[config.mk]
export PLATFORM = sky130hd
export DESIGN_NAME = mc_controller
export DESIGN_NICKNAME = d
export VERILOG_FILES = /design/src/rtl/mc_pkg.sv /design/src/rtl/aludec.sv /design/src/rtl/mc_controller.sv
export SDC_FILE = /design/constraint.sdc
export NUM_CORES = 1
export LEC_CHECK = 0
export ABC_AREA = 1
export BUFFER_PORTS_ARGS = -buffer_cell sky130_fd_sc_hd__buf_4
export CORE_AREA = 2 2 39 41
export DETAILED_ROUTE_END_ITERATION = 8
export DIE_AREA = 0 0 41 43
export PLACE_DENSITY = 0.81
export SLEW_MARGIN = 40
export SYNTH_ARGS = -nofsm -noshare
export SYNTH_HDL_FRONTEND = slang
export SYNTH_SLANG_ARGS = --single-unit
[constraint.sdc]
create_clock -name clk -period 2.7 [get_ports clk]
set_input_delay 0.135 -clock clk [delete_from_list [all_inputs] [get_ports clk]]
set_output_delay 0.135 -clock clk [all_outputs]
set_load 0.005 [all_outputs]
[src/rtl/mc_pkg.sv]
// rtl/mc_pkg.sv - shared states, opcodes and ALU encodings for the multicycle MIPS controller
package mc_pkg;

  typedef enum logic [3:0] {
    S_FETCH   = 4'd0,
    S_DECODE  = 4'd1,
    S_MEMADR  = 4'd2,
    S_MEMRD   = 4'd3,
    S_MEMWB   = 4'd4,
    S_MEMWR   = 4'd5,
    S_EXECUTE = 4'd6,
    S_ALUWB   = 4'd7,
    S_BRANCH  = 4'd8,
    S_ADDIEX  = 4'd9,
    S_ADDIWB  = 4'd10,
    S_JUMP    = 4'd11
  } state_t;

  localparam logic [5:0] OP_RTYPE = 6'b000000;
  localparam logic [5:0] OP_LW    = 6'b100011;
  localparam logic [5:0] OP_SW    = 6'b101011;
  localparam logic [5:0] OP_BEQ   = 6'b000100;
  localparam logic [5:0] OP_ADDI  = 6'b001000;
  localparam logic [5:0] OP_J     = 6'b000010;

  localparam logic [5:0] FN_ADD = 6'b100000;
  localparam logic [5:0] FN_SUB = 6'b100010;
  localparam logic [5:0] FN_AND = 6'b100100;
  localparam logic [5:0] FN_OR  = 6'b100101;
  localparam logic [5:0] FN_SLT = 6'b101010;

  localparam logic [1:0] ALUOP_ADD   = 2'b00;
  localparam logic [1:0] ALUOP_SUB   = 2'b01;
  localparam logic [1:0] ALUOP_FUNCT = 2'b10;

  localparam logic [2:0] ALU_ADD = 3'b010;
  localparam logic [2:0] ALU_SUB = 3'b110;
  localparam logic [2:0] ALU_AND = 3'b000;
  localparam logic [2:0] ALU_OR  = 3'b001;
  localparam logic [2:0] ALU_SLT = 3'b111;

endpackage

[src/rtl/aludec.sv]
// rtl/aludec.sv - ALU decoder: aluop and funct to alucontrol
module aludec
  import mc_pkg::*;
#(
  parameter int FNW = 6
) (
  input  logic [1:0]     aluop,
  input  logic [FNW-1:0] funct,
  output logic [2:0]     alucontrol
);

  always_comb begin
    alucontrol = ALU_ADD;
    case (aluop)
      ALUOP_SUB: alucontrol = ALU_SUB;
      ALUOP_FUNCT: begin
        case (funct)
          FN_ADD:  alucontrol = ALU_ADD;
          FN_SUB:  alucontrol = ALU_SUB;
          FN_AND:  alucontrol = ALU_AND;
          FN_OR:   alucontrol = ALU_OR;
          FN_SLT:  alucontrol = ALU_SLT;
          default: alucontrol = ALU_ADD;
        endcase
      end
      default: alucontrol = ALU_ADD;
    endcase
  end

endmodule

[src/rtl/mc_controller.sv]
// rtl/mc_controller.sv - multicycle MIPS control unit: Moore FSM plus ALU decoder
module mc_controller
  import mc_pkg::*;
#(
  parameter int OPW = 6,
  parameter int FNW = 6
) (
  input  logic           clk,
  input  logic           reset,
  input  logic [OPW-1:0] op,
  input  logic [FNW-1:0] funct,
  input  logic           zero,
  output logic           memtoreg,
  output logic           regdst,
  output logic           iord,
  output logic           pcsrc,
  output logic           alusrcA,
  output logic [1:0]     alusrcB,
  output logic           irwrite,
  output logic           memwrite,
  output logic           regwrite,
  output logic           jump,
  output logic           pcen,
  output logic [2:0]     alucontrol,
  output logic [3:0]     state,
  output logic           illegal
);

  state_t     cur, nxt;
  logic [1:0] aluop;
  logic       pcwrite, branch;

  always_ff @(posedge clk or negedge reset) begin
    if (!reset) cur <= S_FETCH;
    else        cur <= nxt;
  end

  // Outputs decode from the state register, so an async reset clears them at once
  always_comb begin
    nxt      = S_FETCH;
    memtoreg = 1'b0;
    regdst   = 1'b0;
    iord     = 1'b0;
    pcsrc    = 1'b0;
    alusrcA  = 1'b0;
    alusrcB  = 2'b00;
    irwrite  = 1'b0;
    memwrite = 1'b0;
    regwrite = 1'b0;
    jump     = 1'b0;
    pcwrite  = 1'b0;
    branch   = 1'b0;
    aluop    = ALUOP_ADD;
    illegal  = 1'b0;
    case (cur)
      S_FETCH: begin
        alusrcB = 2'b01;
        irwrite = 1'b1;
        pcwrite = 1'b1;
        nxt     = S_DECODE;
      end
      S_DECODE: begin
        alusrcB = 2'b11;
        case (op)
          OP_LW, OP_SW: nxt = S_MEMADR;
          OP_RTYPE:     nxt = S_EXECUTE;
          OP_BEQ:       nxt = S_BRANCH;
          OP_ADDI:      nxt = S_ADDIEX;
          OP_J:         nxt = S_JUMP;
          default: begin
            nxt     = S_FETCH;
            illegal = 1'b1;
          end
        endcase
      end
      S_MEMADR: begin
        alusrcA = 1'b1;
        alusrcB = 2'b10;
        if (op == OP_LW)      nxt = S_MEMRD;
        else if (op == OP_SW) nxt = S_MEMWR;
      end
      S_MEMRD: begin
        iord = 1'b1;
        nxt  = S_MEMWB;
      end
      S_MEMWB: begin
        memtoreg = 1'b1;
        regwrite = 1'b1;
      end
      S_MEMWR: begin
        iord     = 1'b1;
        memwrite = 1'b1;
      end
      S_EXECUTE: begin
        alusrcA = 1'b1;
        aluop   = ALUOP_FUNCT;
        nxt     = S_ALUWB;
      end
      S_ALUWB: begin
        regdst   = 1'b1;
        regwrite = 1'b1;
      end
      S_BRANCH: begin
        alusrcA = 1'b1;
        aluop   = ALUOP_SUB;
        pcsrc   = 1'b1;
        branch  = 1'b1;
      end
      S_ADDIEX: begin
        alusrcA = 1'b1;
        alusrcB = 2'b10;
        nxt     = S_ADDIWB;
      end
      S_ADDIWB: regwrite = 1'b1;
      S_JUMP: begin
        jump    = 1'b1;
        pcwrite = 1'b1;
      end
      default: nxt = S_FETCH;
    endcase
  end

  assign pcen  = pcwrite | (branch & zero);
  assign state = cur;

  aludec #(.FNW(FNW)) u_aludec (
    .aluop      (aluop),
    .funct      (funct),
    .alucontrol (alucontrol)
  );

endmodule

======== Word level (Yosys, flattened, before mapping) ========
Cells that the tools add are included.
storage, ports and cells
  output and inout bits ................... 20
  word-level logic and storage cells ...... 54
  bits in registers ....................... 4
  bits of input ports ..................... 15
operators by class
  reductions and logical operators ........ 9
  bitwise gates (word level) .............. 2
  equality and inequality tests ........... 22
  mux-type cells .......................... 20
operators by type and width
  kind                  count
  $eq A6 B6 Y1 const B  6
  $pmux W4 S6           1
  $pmux W4 S5           1
  $eq A4 B3 Y1 const B  4
  $eq A4 B4 Y1 const B  4
  $mux W1               12
  $pmux W3 S4           1
  $eq A4 B2 Y1 const B  2
  $reduce_or A2 Y1      4
  $eq A6 B2 Y1 const B  1
  $eq A6 B3 Y1 const B  1
  $eq A6 B4 Y1 const B  1
  $logic_not A6 Y1      1
  $mux W3               2
  $pmux W2 S3           1
  $pmux W3 S2           1
  $reduce_or A6 Y1      1
  $eq A4 B1 Y1 const B  1
  $logic_not A4 Y1      1
  $pmux W2 S2           1
  $reduce_or A4 Y1      1
  $reduce_or A3 Y1      1
  $eq A2 B1 Y1 const B  1
  $eq A2 B2 Y1 const B  1
  2 further kinds       2

======== Depth between registers and ports, before layout ========
Gate-level depths: netlist of the first run.
  depth in word-level cells ............... 4
  gate-level depth with buffers ........... 8
  mapped depth without buffers ............ 8

======== Cells and area by module ========
From an unflattened synthesis of the first run, not the netlist that was laid out.
second synthesis, totals
  cells, all modules ...................... 117
  area, all modules ....................... 599.3 µm²
modules (own cells, without submodules)
  module         times used  seq. area each (µm²)  cells an instance  area an instance (µm²)
  mc_controller  1           100.1                 80                 425.4
  aludec         1           0.0                   37                 173.9

======== Least setup slack after synthesis of the first run ========
OpenSTA, ideal clock, no wires.
  kind .................................... flip-flop to output port
  start point ............................. register cur[1] (netlist: state[1])
  end point ............................... output port alucontrol[2]
  buffers on the path ..................... 0
  cell stages (with the launch flop) ...... 8
  required time ........................... 2.565 ns
  path slack .............................. 1.107 ns
  data arrival time ....................... 1.458 ns
  cell sequence ........................... dfrtp_1 nor2_1 inv_1 nor2_2 inv_1 ha_1 nand2_1 o21ai_0
between the ends
  cells in the longest elaborated chain, start to end .. 4
  elaborated cells on any way between the ends .. 6
  classes of those cells .................. 4 x eq/ne; 2 x mux
RTL lines
  item                                                 line                 RTL
  start: declaration                                   mc_controller.sv:29  state_t cur, nxt;
  start signal: assignment                             mc_controller.sv:35  else cur <= nxt;
  $eq A4 B4 Y1 / $eq A4 B3 Y1 (equally long branches)  mc_controller.sv:55  case (cur)
  $pmux W2 S2 (*)                                      mc_controller.sv:55
  $eq A2 B2 Y1 / $eq A2 B1 Y1 (equally long branches)  aludec.sv:14         case (aluop)
  $pmux W3 S2 (*)                                      aludec.sv:14
  end: declaration                                     mc_controller.sv:24  output logic [2:0] alucontrol,
Mark *: on every way between the ends. The rest lies on a longest branch, timed or not.

======== Final worst setup path of the first run ========
Same ends and word-level chain as after synthesis.

==> reports/summary.log, run 1 <==
INFO  global_routing globalRouteTotalUtil=20.5%
INFO  timing         timing.setup.tns=0ns
INFO  timing         achievable-frequency=490MHz
INFO  timing         finalCritPeriodShare=75.6%
INFO  floorplanning  floorplan.die.height=43um
INFO  placed_design  post-dp-hpwl=1.32mm
INFO  clock_network  cts_inserted_buffers=3
INFO  worst_setup_path timing.critical_path.slowest_cell_delay=0.43ns
INFO  final_layout   post_route_cells_drive_above_1_share=37.1%
INFO  timing         rsz0062_at_grt=no
INFO  run            max_cap_violations=0
INFO  power_and_ir_drop cellLeakagePower=0.545nW
INFO  worst_setup_path setup.worst_path.start_class=flip-flop
INFO  power_and_ir_drop switching_share=41.5%
INFO  worst_setup_path critPathCaptureType=output pin
INFO  timing         final_period_minus_worst_setup_slack=2.04ns
INFO  global_routing grt_start_max_net_pins=7
INFO  worst_setup_path cp_max_fo=6
INFO  clock_network  clk-insertion-delay-late=0.23ns
INFO  worst_setup_path worst_path_most_repeated_cell=inv_1
INFO  final_layout   layout.area.seq=100um^2
INFO  power_and_ir_drop p_seq_share=20.1%
INFO  synth          yosys.cell_types.count=18
INFO  floorplanning  die-area=1760um^2
INFO  worst_setup_path critPathBufInv=3
INFO  run_status     run_status=completed
INFO  synth          xor_xnor_share_of_the_synthesized_area=0%
INFO  timing         clock-skew-final=0.00280ns
INFO  worst_hold_path worst_hold_path_class=input port to asynchronous set/reset pin
INFO  detailed_routing wl_per_cell=9.57um
INFO  worst_setup_path crit_family=simple AND/OR/NAND/NOR gates
INFO  worst_setup_path worst-endpoint-arrival=1.91ns
INFO  synth          post_synth_instance_area=582um^2
INFO  worst_setup_path setup.worst_path.class=flip-flop to output pin
INFO  final_layout   filler_cell_count=138
INFO  final_layout   layout_commonest_cell=buf_4
INFO  synth          syn_warnings=0
INFO  power_and_ir_drop post-layout-total-power=456uW
INFO  synth          post_synth_inst_count=105
INFO  worst_setup_path critical_path.cell_chain=nor2_1, inv_1, nor2_2, inv_1, ha_1, nand2_1, o21ai_0, buf_4
INFO  timing         slew_viol_final=0
INFO  synth          synthesized_area_divided_by_synthesized_cell_count=5.54um^2
INFO  placed_design  buffer_ports.inserted=34
INFO  detailed_routing vias=725
INFO  worst_setup_path timing.critical_path.slowest_stage_cell=dfrtp_1
INFO  floorplanning  floorplan.die.width=41um
INFO  clock_network  cts_tree=done
INFO  synth          post_synthesis_net_count=123
INFO  global_routing grt_antenna_before_repair=0
INFO  clock_network  clockRootBuffer=clkbuf_4
INFO  final_layout   area_delta_synth_final=52.9%
INFO  power_and_ir_drop p_sw=190uW
INFO  final_layout   antenna_cells_inserted=0
INFO  clock_network  clk_path_buf_depth=2
INFO  placed_design  finalWeightedCongestion=0.804
INFO  final_layout   design.final.nets=163
INFO  worst_setup_path cp.required=2.57ns
INFO  global_routing vias_in_the_first_global_route=679
INFO  placed_design  placed_cell_area=857um^2
INFO  detailed_routing initialDrtViolationCount=3
INFO  power_and_ir_drop power.density_cell_area=513nW/um^2
INFO  floorplanning  ios=35
INFO  timing         maxSlewHeadroom=82.8%
INFO  global_routing grt_first_pass_wirelength=2.58mm
INFO  final_layout   layout.cell_area.non_filler=890um^2
INFO  detailed_routing vias_per_cell=4.56
INFO  power_and_ir_drop max-vdd-ir-drop=0.000417V
INFO  floorplanning  initial_core_utilization=42.0%
INFO  final_layout   largest_register_ffs=4
INFO  floorplanning  number_of_placement_rows=14
INFO  detailed_routing drcViolationCount=0
INFO  synth          yosys-mux-area-fraction=0%
INFO  synth          yosys.area_share.simple=54.8%
INFO  timing         finalHoldViolations=0
INFO  clock_network  clock-sinks=4
INFO  detailed_routing detail_route.wirelength=1.52mm
INFO  synth          yosys_register_bits=4
INFO  power_and_ir_drop power.internal=267uW
INFO  power_and_ir_drop comb_power_share=63.8%
INFO  timing         setup_violations=0
INFO  synth          synth.yosys.seq_area_share=17.2%
INFO  synth          synth_top_family_by_area=simple AND/OR/NAND/NOR gates
INFO  floorplanning  design.core.area=1380um^2
INFO  global_routing global_route.overflow_total=0
INFO  detailed_routing drt_pass1_iterations=4
INFO  clock_network  cts-resized-gates=0
INFO  synth          synth-adder-area-share=6.45%
INFO  synth          synth_compound_gate_area_share=4.73%
INFO  timing         worstMarginPinSlew=0.256ns
INFO  clock_network  path_clk_slew=0.04ns
INFO  clock_network  htreeDepth=1
INFO  power_and_ir_drop power.share.clock=16.1%
INFO  final_layout   multi_input_gate_area=384um^2
INFO  detailed_routing postRouteAntennaNets=0
INFO  final_layout   layout_common_cells=34 x buf_4, 23 x nand2_1, 19 x inv_1
## layout make-up
class / count / area share, %
multi-input combinational: 75 / 43.2
sequential: 4 / 11.3
inverter: 26 / 11.0
timing repair buffer: 35 / 29.8
clock buffer: 3 / 2.53
tap: 16 / 2.25
## logic make-up after synthesis
| logic type | after synthesis |
|---|---|
| AOI/OAI and AO/OA | 5 |
| buffers and inverters | 26 |
| adders and majority gates | 3 |
| DFF | 4 |
| and+or+nand+nor | 67 |
## stage by stage
| step | instances | hold slack (ns) | util, % | worst slack, ns |
|---|---|---|---|---|
| CTS | 159 | 0.232 | 64.3 | 0.654 |
| finish | 159 | 0.239 | 64.3 | 0.659 |
| floorplan | 105 | -0.161 | - | 1.11 |
| global placement | 155 | -0.0695 | 61.9 | 1.01 |
| global route | 159 | 0.242 | 64.3 | 0.519 |
| detailed placement | 155 | -0.0677 | 61.9 | 0.913 |
## metal layers
| metal | share of wire, % | GRT usage, % |
|---|---|---|
| met5 | 0 | 0 |
| met4 | 0 | 0 |
| met3 | 4.3 | 6.28 |
| met2 | 53 | 36.6 |
| met1 | 42 | 24.2 |
## path summary, 6_finish.rpt
| path | to | start | depth (start not counted) | slack (ns) |
|---|---|---|---|---|
| max | alucontrol[2] | state[1] | 8 | 0.66 |
| min | state[1] | reset | 2 | 0.24 |
| max reg2reg | state[0] | state[0] | 7 | 1.58 |
| min reg2reg | state[2] | state[2] | 3 | 0.73 |
| max in group asynchronous | state[3] | reset | 2 | 2.36 |
| min in group clk | state[2] | op[2] | 4 | 0.26 |
## synth_stat cells
library cell,number,area (um^2)
nand2_1,23,86.3
inv_1,19,71.3
nand3_1,15,75.1
nor2_1,15,56.3
inv_2,7,26.3
dfrtp_1,4,100
nor2_2,4,25.0
ha_1,3,37.5
a21oi_1,2,10.0
nand2_2,2,12.5
nand4_1,2,12.5
nor2_4,2,22.5
o21ai_0,2,10.0
nand2b_1,1,6.26
nand3b_1,1,7.51
nor3_1,1,5.00
nor3_2,1,10.0
o211ai_1,1,7.51
## power by group through the flow
stage               Sequential [mW]  Clock [mW]  Combinational (mW)
global route                 0.0941      0.0816               0.323
global placement             0.0903           0               0.286
CTS                          0.0913      0.0771               0.294
floorplan                    0.0910           0               0.149
detailed placement           0.0920           0               0.290
finish                       0.0917      0.0732               0.291
## timing repair
| item | CTS | global route |
|---|---|---|
| endpoints found under the hold margin | 4 | 0 |
| hold buffers | 1 | 0 |
| endpoints found under the setup margin | 0 | 0 |
| buffers inserted | 0 | 0 |
No activity file was read; power rests on OpenSTA's default activity.
==> inputs of run 2 (changes only) <==
--- a/config.mk
+++ b/config.mk
@@ -5,12 +5,12 @@
 export SDC_FILE = /design/constraint.sdc
 export NUM_CORES = 1
 export LEC_CHECK = 0
-export ABC_AREA = 1
+export ABC_AREA = 0
 export BUFFER_PORTS_ARGS = -buffer_cell sky130_fd_sc_hd__buf_4
-export CORE_AREA = 2 2 39 41
+export CORE_MARGIN = 2
+export CORE_UTILIZATION = 41
 export DETAILED_ROUTE_END_ITERATION = 8
-export DIE_AREA = 0 0 41 43
-export PLACE_DENSITY = 0.81
+export PLACE_DENSITY = 0.77
 export SLEW_MARGIN = 40
 export SYNTH_ARGS = -nofsm -noshare
 export SYNTH_HDL_FRONTEND = slang
==> constraint.sdc (replaced) <==
create_clock -name clk -period 1.97 [get_ports clk]
set_input_delay 0.0985 -clock clk [delete_from_list [all_inputs] [get_ports clk]]
set_output_delay 0.0985 -clock clk [all_outputs]
set_load 0.005 [all_outputs]
==> run 2 against run 1 <==
Against the previous run: the run now ends with setup timing left; count of clock-buffer cells in the layout is the same; clock skew grew 0.0097 ns; critical path depth shrank 3; worst setup slack got worse by 0.67 ns; critical path type is now flip-flop to flip-flop; largest cell class unchanged.
==> reports/summary.log, run 2 <==
INFO  global_routing grt_start_max_net_pins=11 [+4]
INFO  detailed_routing routed-wl-met3=156um [+140%]
INFO  final_layout   post_route_cells_drive_above_1_share=50.0% [+13 points]
INFO  synth          synth-adder-area-share=8.41% [+2.0 points]
INFO  clock_network  htreeDepth=1 [unchanged]
INFO  worst_setup_path critPathCaptureType=flip-flop
INFO  final_layout   area_delta_synth_final=83.2%
INFO  synth          ys_dominant_reg_cell=dfrtp_1
INFO  clock_network  path_clk_slew=0.05ns [about the same]
INFO  synth          synth_compound_gate_area_share=20.1% [+15 points]
INFO  final_layout   layout_common_cells=48 x buf_4, 8 x nor2_1
INFO  final_layout   multi_input_gate_area=484um^2 [+26%]
INFO  synth          yosys-mux-area-fraction=0% [unchanged]
INFO  synth          synth_edf_count=0 [unchanged]
INFO  synth          yosys.cell_types.count=35 [+17]
INFO  synth          synth_top_family_by_area=simple AND/OR/NAND/NOR gates
INFO  timing         final_period_minus_worst_setup_slack=1.98ns
INFO  detailed_routing vias_per_cell=5.78 [+27%]
INFO  power_and_ir_drop cellLeakagePower=0.465nW [-15%]
INFO  floorplanning  design.core.area=1300um^2 [-6.0%]
INFO  clock_network  clock-sinks=4 [unchanged]
INFO  clock_network  cts_inserted_buffers=3 [unchanged]
INFO  power_and_ir_drop power.density_cell_area=758nW/um^2 [+48%]
INFO  synth          post_synth_inst_count=76 [-28%]
INFO  final_layout   layout_commonest_cell=buf_4
INFO  timing         finalHoldViolations=0 [unchanged]
INFO  floorplanning  initial_core_utilization=43.5% [+1.4 points]
INFO  synth          xor_xnor_share_of_the_synthesized_area=6.19% [+6.2 points]
INFO  synth          post_synth_instance_area=566um^2 [-2.8%]
INFO  timing         achievable-frequency=505MHz
INFO  detailed_routing initialDrtViolationCount=35 [+32]
INFO  floorplanning  ios=35 [unchanged]
INFO  detailed_routing postRouteAntennaNets=0 [unchanged]
INFO  placed_design  buffer_ports.inserted=34 [unchanged]
INFO  final_layout   layout.area.seq=105um^2 [+5.0%]
INFO  floorplanning  die-area=1690um^2 [-4.0%]
INFO  placed_design  finalWeightedCongestion=0.788 [-2.0%]
INFO  synth          most_repeated_cell_in_the_gate_level_netlist_after_synthesis=nor2_1
INFO  timing         clock-skew-final=0.0125ns [+0.00971 ns]
INFO  worst_setup_path worst-endpoint-arrival=2.13ns [+0.22 ns]
INFO  timing         final.hold.worst_slack=0.177ns [-0.0620 ns]
INFO  worst_hold_path worst_hold_path_class=input port to flip-flop
INFO  timing         setup_violations=2 [+2]
INFO  synth          yosys-top-cells-area=dfrtp_1 18%, ha_1 6.6%, nor2_1 5.3%
INFO  final_layout   antenna_cells_inserted=0 [unchanged]
INFO  power_and_ir_drop max-vdd-ir-drop=0.000405V [-2.7%]
INFO  worst_setup_path setup.worst_path.start_class=flip-flop
INFO  clock_network  clk_path_buf_depth=2 [unchanged]
INFO  floorplanning  floorplan.die.height=41.1um [-4.3%]
INFO  clock_network  clk-insertion-delay-late=0.25ns [+0.02 ns]
INFO  power_and_ir_drop post-layout-total-power=786uW [+72%]
INFO  synth          syn_warnings=0 [unchanged]
INFO  run            max_cap_violations=0 [unchanged]
INFO  detailed_routing detail_route.wirelength=2.10mm [+38%]
INFO  global_routing grt_first_pass_wirelength=2.30mm [-11%]
INFO  detailed_routing wirelength_met1=866um [+34%]
INFO  detailed_routing dr_wl_met2=1.02mm [+26%]
INFO  synth          post_synthesis_net_count=94 [-24%]
INFO  worst_setup_path cp_max_fo=3 [-3]
INFO  global_routing globalRouteTotalUtil=20.7% [+0.23 points]
INFO  timing         finalCritPeriodShare=101%
INFO  global_routing global_route.overflow_total=0 [unchanged]
INFO  run_status     run_status=finished, violations left
INFO  synth          synthesized_area_divided_by_synthesized_cell_count=7.44um^2 [+34%]
INFO  synth          synth.yosys.seq_area_share=17.7% [+0.49 points]
INFO  timing         worstMarginPinSlew=0.330ns [+0.0734 ns]
INFO  timing         slew_viol_final=0 [unchanged]
INFO  final_layout   design.final.nets=144 [-12%]
INFO  clock_network  clockRootBuffer=clkbuf_4
INFO  clock_network  cts_tree=done
INFO  synth          netlist_top_cells_count=8 x nor2_1, 5 x nor3_1
INFO  final_layout   filler_cell_count=99 [-28%]
INFO  global_routing vias_in_the_first_global_route=563 [-17%]
INFO  synth          async_flop_share=100% [unchanged]
INFO  timing         maxSlewHeadroom=77.7% [-5.2 points]
INFO  global_routing grt_antenna_before_repair=0 [unchanged]
INFO  detailed_routing vias=803 [+11%]
INFO  final_layout   largest_register_ffs=4 [unchanged]
INFO  synth          yosysTopAreaCellShare=17.7% [+0.49 points]
INFO  floorplanning  floorplan.die.width=41.1um [+0.34%]
INFO  synth          synth.largest_area_cell=dfrtp_1
INFO  worst_setup_path cp.required=2.12ns [-0.45 ns]
INFO  synth          yosys.area_share.simple=41.6% [-13 points]
INFO  synth          yosys_register_bits=4 [unchanged]
INFO  placed_design  post-dp-hpwl=1.31mm [-1.1%]
INFO  timing         final_worst_setup_slack=-0.0112ns [-0.670 ns]
INFO  floorplanning  number_of_placement_rows=13 [-1]
INFO  worst_setup_path setup.worst_path.class=flip-flop to flip-flop
INFO  detailed_routing top_layer_used=met4
INFO  detailed_routing wl_per_cell=15.1um [+58%]
INFO  detailed_routing drcViolationCount=0 [unchanged]
INFO  run_status     failed_checks=setup timing
INFO  detailed_routing drt_pass1_iterations=5 [+1]
## run 2: path summary, 6_finish.rpt
path | from | end | depth (start not counted) | slack, ns
hold reg to reg | state[2] | state[3] | 2 | 0.74
setup / recovery | state[0] | state[1] | 5 | -0.01
hold / removal | op[3] | state[1] | 2 | 0.18
setup reg to reg | state[0] | state[1] | 5 | -0.01
min in group asynchronous | reset | state[1] | 2 | 0.19
max in group asynchronous | reset | state[2] | 2 | 1.65
## run 2: cells by family after synthesis
family | Yosys count
simple gates | 39
compound gates | 16
buf+inv | 9
xor+xnor | 4
fa+ha+maj | 4
flops | 4
## run 2: power by group
part | switching, mW | internal, mW | total, mW
Combinational | 0.244 | 0.300 | 0.545
Sequential | 0.0283 | 0.105 | 0.133
Clock | 0.0394 | 0.0685 | 0.108
## run 2: cell type report
class                   count  share of cell area [%]
clock buffers               3                    2.17
inverters                   4                    1.45
multi-input cells          63                    46.7
flip-flops and latches      4                    10.1
well taps                  15                    1.81
repair buffers             50                    37.7
## run 2: critical path, stage by stage (launching register included)
cell and delay, ns:
dfrtp_2 0.42, buf_4 0.16, buf_4 0.14, or4b_1 0.50, or4_4 0.46, o221ai_1 0.20
## run 2: per-layer routing
metal,vias to the layer above,GRT usage (%)
met4,0,12.1
met2,41,38.7
met1,366,21.9
li1,388,-
met5,-,0
met3,8,2.17
## run 2: timing repair
item                                   CTS  global route
hold buffers                             1             0
pin swaps                                0             1
setup endpoints to repair                1             1
gates resized for setup                  6             5
buffers inserted                         0             7
endpoints found under the hold margin    4             0
## run 2: metrics by stage
| step | util [%] | instances | area [um^2] | setup TNS [ns] | setup slack, ns |
|---|---|---|---|---|---|
| finish | 79.6 | 139 | 1040 | -0.0192 | -0.0112 |
| global route | 79.6 | 139 | 1040 | -0.118 | -0.0388 |
| CTS | 72.5 | 132 | 943 | 0 | 0.00321 |
| detailed placement | 67.7 | 128 | 881 | 0 | 0.161 |
| global placement | 67.7 | 128 | 881 | 0 | 0.215 |
| floorplan | - | 76 | 566 | 0 | 0.0547 |
==> inputs of run 3 (changes only) <==
--- a/config.mk
+++ b/config.mk
@@ -10,7 +10,7 @@
 export CORE_MARGIN = 2
 export CORE_UTILIZATION = 41
 export DETAILED_ROUTE_END_ITERATION = 8
-export PLACE_DENSITY = 0.77
+export PLACE_DENSITY = 0.75
 export SLEW_MARGIN = 40
 export SYNTH_ARGS = -nofsm -noshare
 export SYNTH_HDL_FRONTEND = slang
==> run 3 against run 2 <==
Against the previous run: the run now ends clean; design area fell by 5.4%; utilization down 4.3 points; die area stayed put; first-iteration DRC count is 63% lower; worst setup slack improved by 0.051 ns; non-clock buffer count shrank 6; cell count shrank 4.3%; register-to-register slack better by 0.22 ns; combinational power down 14%; worst hold slack better by 0.014 ns; largest power group unchanged; highest routed layer unchanged.
==> reports/summary.log, run 3 (synthesized netlist as in run 2, its figures left out) <==
INFO  run_status     run_status=completed
INFO  worst_setup_path timing.critical_path.slowest_cell_delay=0.45ns [-0.05 ns]
INFO  global_routing grt_antenna_before_repair=0 [unchanged]
INFO  clock_network  htreeDepth=1 [unchanged]
INFO  final_layout   layout.core_utilization=75.3% [-4.3 points]
INFO  timing         final_period_minus_worst_setup_slack=1.93ns [-0.0511 ns]
INFO  worst_setup_path setup.worst_path.class=flip-flop to output pin
INFO  power_and_ir_drop p_seq_share=20.3% [+3.4 points]
INFO  timing         achievable-frequency=518MHz [+2.6%]
INFO  global_routing grt_start_max_net_pins=12 [+1]
INFO  final_layout   area_delta_synth_final=73.2%
INFO  timing         setup_violations=0 [-2]
INFO  floorplanning  ios=35 [unchanged]
INFO  detailed_routing postRouteAntennaNets=0 [unchanged]
INFO  worst_setup_path timing.critical_path.slowest_stage_cell=dfrtp_2
INFO  detailed_routing vias_per_cell=5.57 [-3.6%]
INFO  final_layout   layout_commonest_cell=buf_4
INFO  placed_design  placed_cell_area=866um^2 [-1.7%]
INFO  run            max_cap_violations=0 [unchanged]
INFO  power_and_ir_drop cellLeakagePower=0.432nW [-7.2%]
INFO  clock_network  clock-sinks=4 [unchanged]
INFO  clock_network  clk-insertion-delay-late=0.24ns [about the same]
INFO  worst_hold_path worst_hold_path_class=input port to asynchronous set/reset pin
INFO  final_layout   largest_register_ffs=4 [unchanged]
INFO  power_and_ir_drop power.internal=430uW [-9.2%]
INFO  power_and_ir_drop power.share.clock=15.1% [+1.4 points]
INFO  global_routing vias_in_the_first_global_route=614 [+9.1%]
INFO  power_and_ir_drop max-vdd-ir-drop=0.000406V [+0.14%]
INFO  worst_setup_path critPathCaptureType=output pin
INFO  timing         clock-skew-final=0.00113ns [-0.0114 ns]
INFO  worst_setup_path critical_path.cell_chain=nor4bb_4, inv_2, buf_4, ha_1, a211o_1, buf_4
INFO  floorplanning  floorplan.die.width=41.1um [unchanged]
INFO  timing         worstMarginPinSlew=0.374ns [+0.0444 ns]
INFO  final_layout   layout.cell_area.non_filler=980um^2 [-5.4%]
INFO  global_routing global_route.overflow_total=0 [unchanged]
INFO  detailed_routing initialDrtViolationCount=13 [-63%]
INFO  final_layout   antenna_cells_inserted=0 [unchanged]
INFO  timing         rsz0062_at_grt=yes
INFO  floorplanning  initial_core_utilization=43.5% [unchanged]
INFO  placed_design  post-dp-hpwl=1.38mm [+5.4%]
INFO  floorplanning  number_of_placement_rows=13 [unchanged]
INFO  floorplanning  design.core.area=1300um^2 [unchanged]
INFO  floorplanning  die-area=1690um^2 [unchanged]
INFO  detailed_routing drt_pass1_iterations=4 [-1]
INFO  final_layout   filler_cell_count=98 [-1.0%]
INFO  final_layout   post_route_cells_drive_above_1_share=49.2% [-0.85 points]
INFO  placed_design  buffer_ports.inserted=34 [unchanged]
INFO  final_layout   layout_common_cells=43 x buf_4, 8 x nor2_1, 4 x nor2b_1, 4 x nor3_1, 4 x dfrtp_2
INFO  power_and_ir_drop switching_share=40.6% [+0.88 points]
INFO  timing         maxSlewHeadroom=74.8% [-2.8 points]
INFO  clock_network  cts_tree=done
INFO  detailed_routing vias=741 [-7.7%]
INFO  final_layout   design.final.nets=138 [-4.2%]
INFO  timing         slew_viol_final=0 [unchanged]
INFO  worst_setup_path cp.required=1.87ns [-0.25 ns]
INFO  power_and_ir_drop power.density_cell_area=739nW/um^2 [-2.6%]
INFO  detailed_routing detail_route.wirelength=1.81mm [-14%]
INFO  power_and_ir_drop comb_power_share=64.6% [-4.7 points]
INFO  timing         finalHoldViolations=0 [unchanged]
INFO  global_routing globalRouteTotalUtil=23.6% [+2.9 points]
INFO  floorplanning  floorplan.die.height=41.1um [unchanged]
INFO  worst_setup_path worst-endpoint-arrival=1.83ns [-0.30 ns]
INFO  placed_design  finalWeightedCongestion=0.848 [+7.7%]
INFO  power_and_ir_drop p_sw=294uW [-5.8%]
INFO  worst_setup_path worst_path_most_repeated_cell=buf_4
INFO  clock_network  clockRootBuffer=clkbuf_4
INFO  global_routing grt_first_pass_wirelength=2.68mm [+16%]
INFO  detailed_routing wl_per_cell=13.6um [-10%]
INFO  clock_network  clk_path_buf_depth=2 [unchanged]
INFO  worst_setup_path setup.worst_path.start_class=flip-flop
INFO  detailed_routing drcViolationCount=0 [unchanged]
INFO  worst_setup_path cp_max_fo=5 [+2]
INFO  clock_network  path_clk_slew=0.04ns [about the same]
INFO  clock_network  cts_inserted_buffers=3 [unchanged]
INFO  timing         finalCritPeriodShare=98.0% [-2.6 points]
==> run 3: cell count changes in the layout (fill, tap and decap cells not counted), sizes merged <==
cell | before | now
buf | 49 | 43
==> run 3: cell type report <==
| class | instances | area [um^2] | share of cell area [%] |
|---|---|---|---|
| clock buffers | 3 | 22.5 | 2.30 |
| flip-flops and latches | 4 | 105 | 10.7 |
| well taps | 15 | 18.8 | 1.92 |
| inverters | 4 | 15.0 | 1.53 |
| multi-input cells | 63 | 485 | 49.6 |
| repair buffers | 44 | 333 | 34.0 |
==> run 3: stage by stage <==
stage                     setup slack [ns]  total power, mW  hold WS, ns  instances  setup TNS (ns)
after floorplan                     0.0547            0.334       -0.197         76               0
after global placement               0.221            0.558       -0.103        126               0
after detailed placement             0.143            0.568       -0.102        126               0
after CTS                          0.00330            0.695        0.184        130               0
after global routing               -0.0208            0.782        0.215        133         -0.0208
final                               0.0398            0.724        0.191        133               0
==> run 3: worst max-delay path, delay by kind of cell (launching register included) <==
kind | cells | cell delay, ns
AO/OA/AOI/OAI | 1 | 0.24
adder cells (fa/ha/maj) | 1 | 0.20
buffers and inverters | 3 | 0.37
flip-flops | 1 | 0.45
AND/OR/NAND/NOR | 1 | 0.33
==> run 3: per-layer routing <==
| metal | up-vias | track usage [%] | routed length (um) |
|---|---|---|---|
| met5 | - | 0 | 0 |
| met4 | 0 | 8.06 | 19 |
| met3 | 2 | 2.72 | 78 |
| met2 | 24 | 43.0 | 949 |
| met1 | 343 | 28.1 | 758 |
| li1 | 372 | - | - |
==> run 3: path summary, 6_finish.rpt <==
| check | from | endpoint | slack (ns) | cells past startpoint |
|---|---|---|---|---|
| setup reg to reg | state[3] | state[0] | 0.21 | 3 |
| hold / removal | reset | state[0] | 0.19 | 2 |
| min in group clk | op[5] | state[2] | 0.20 | 3 |
| setup / recovery | state[3] | alucontrol[1] | 0.04 | 6 |
| max in group asynchronous | reset | state[3] | 1.67 | 2 |
| hold reg to reg | state[2] | state[3] | 0.64 | 2 |
==> run 3: power by group through the flow <==
stage	combinational (mW)	sequential, mW	clock (mW)
floorplan	0.212	0.122	0
global placement	0.432	0.126	0
detailed placement	0.440	0.127	0
CTS	0.451	0.136	0.108
global route	0.519	0.149	0.114
finish	0.468	0.147	0.109
==> run 3: timing repair <==
action                     CTS  global route
hold endpoints to repair     4             0
pin swaps                    0             2
hold buffers                 1             0
gates resized for setup      4             9
setup endpoints to repair    1             3
setup buffers                0             3
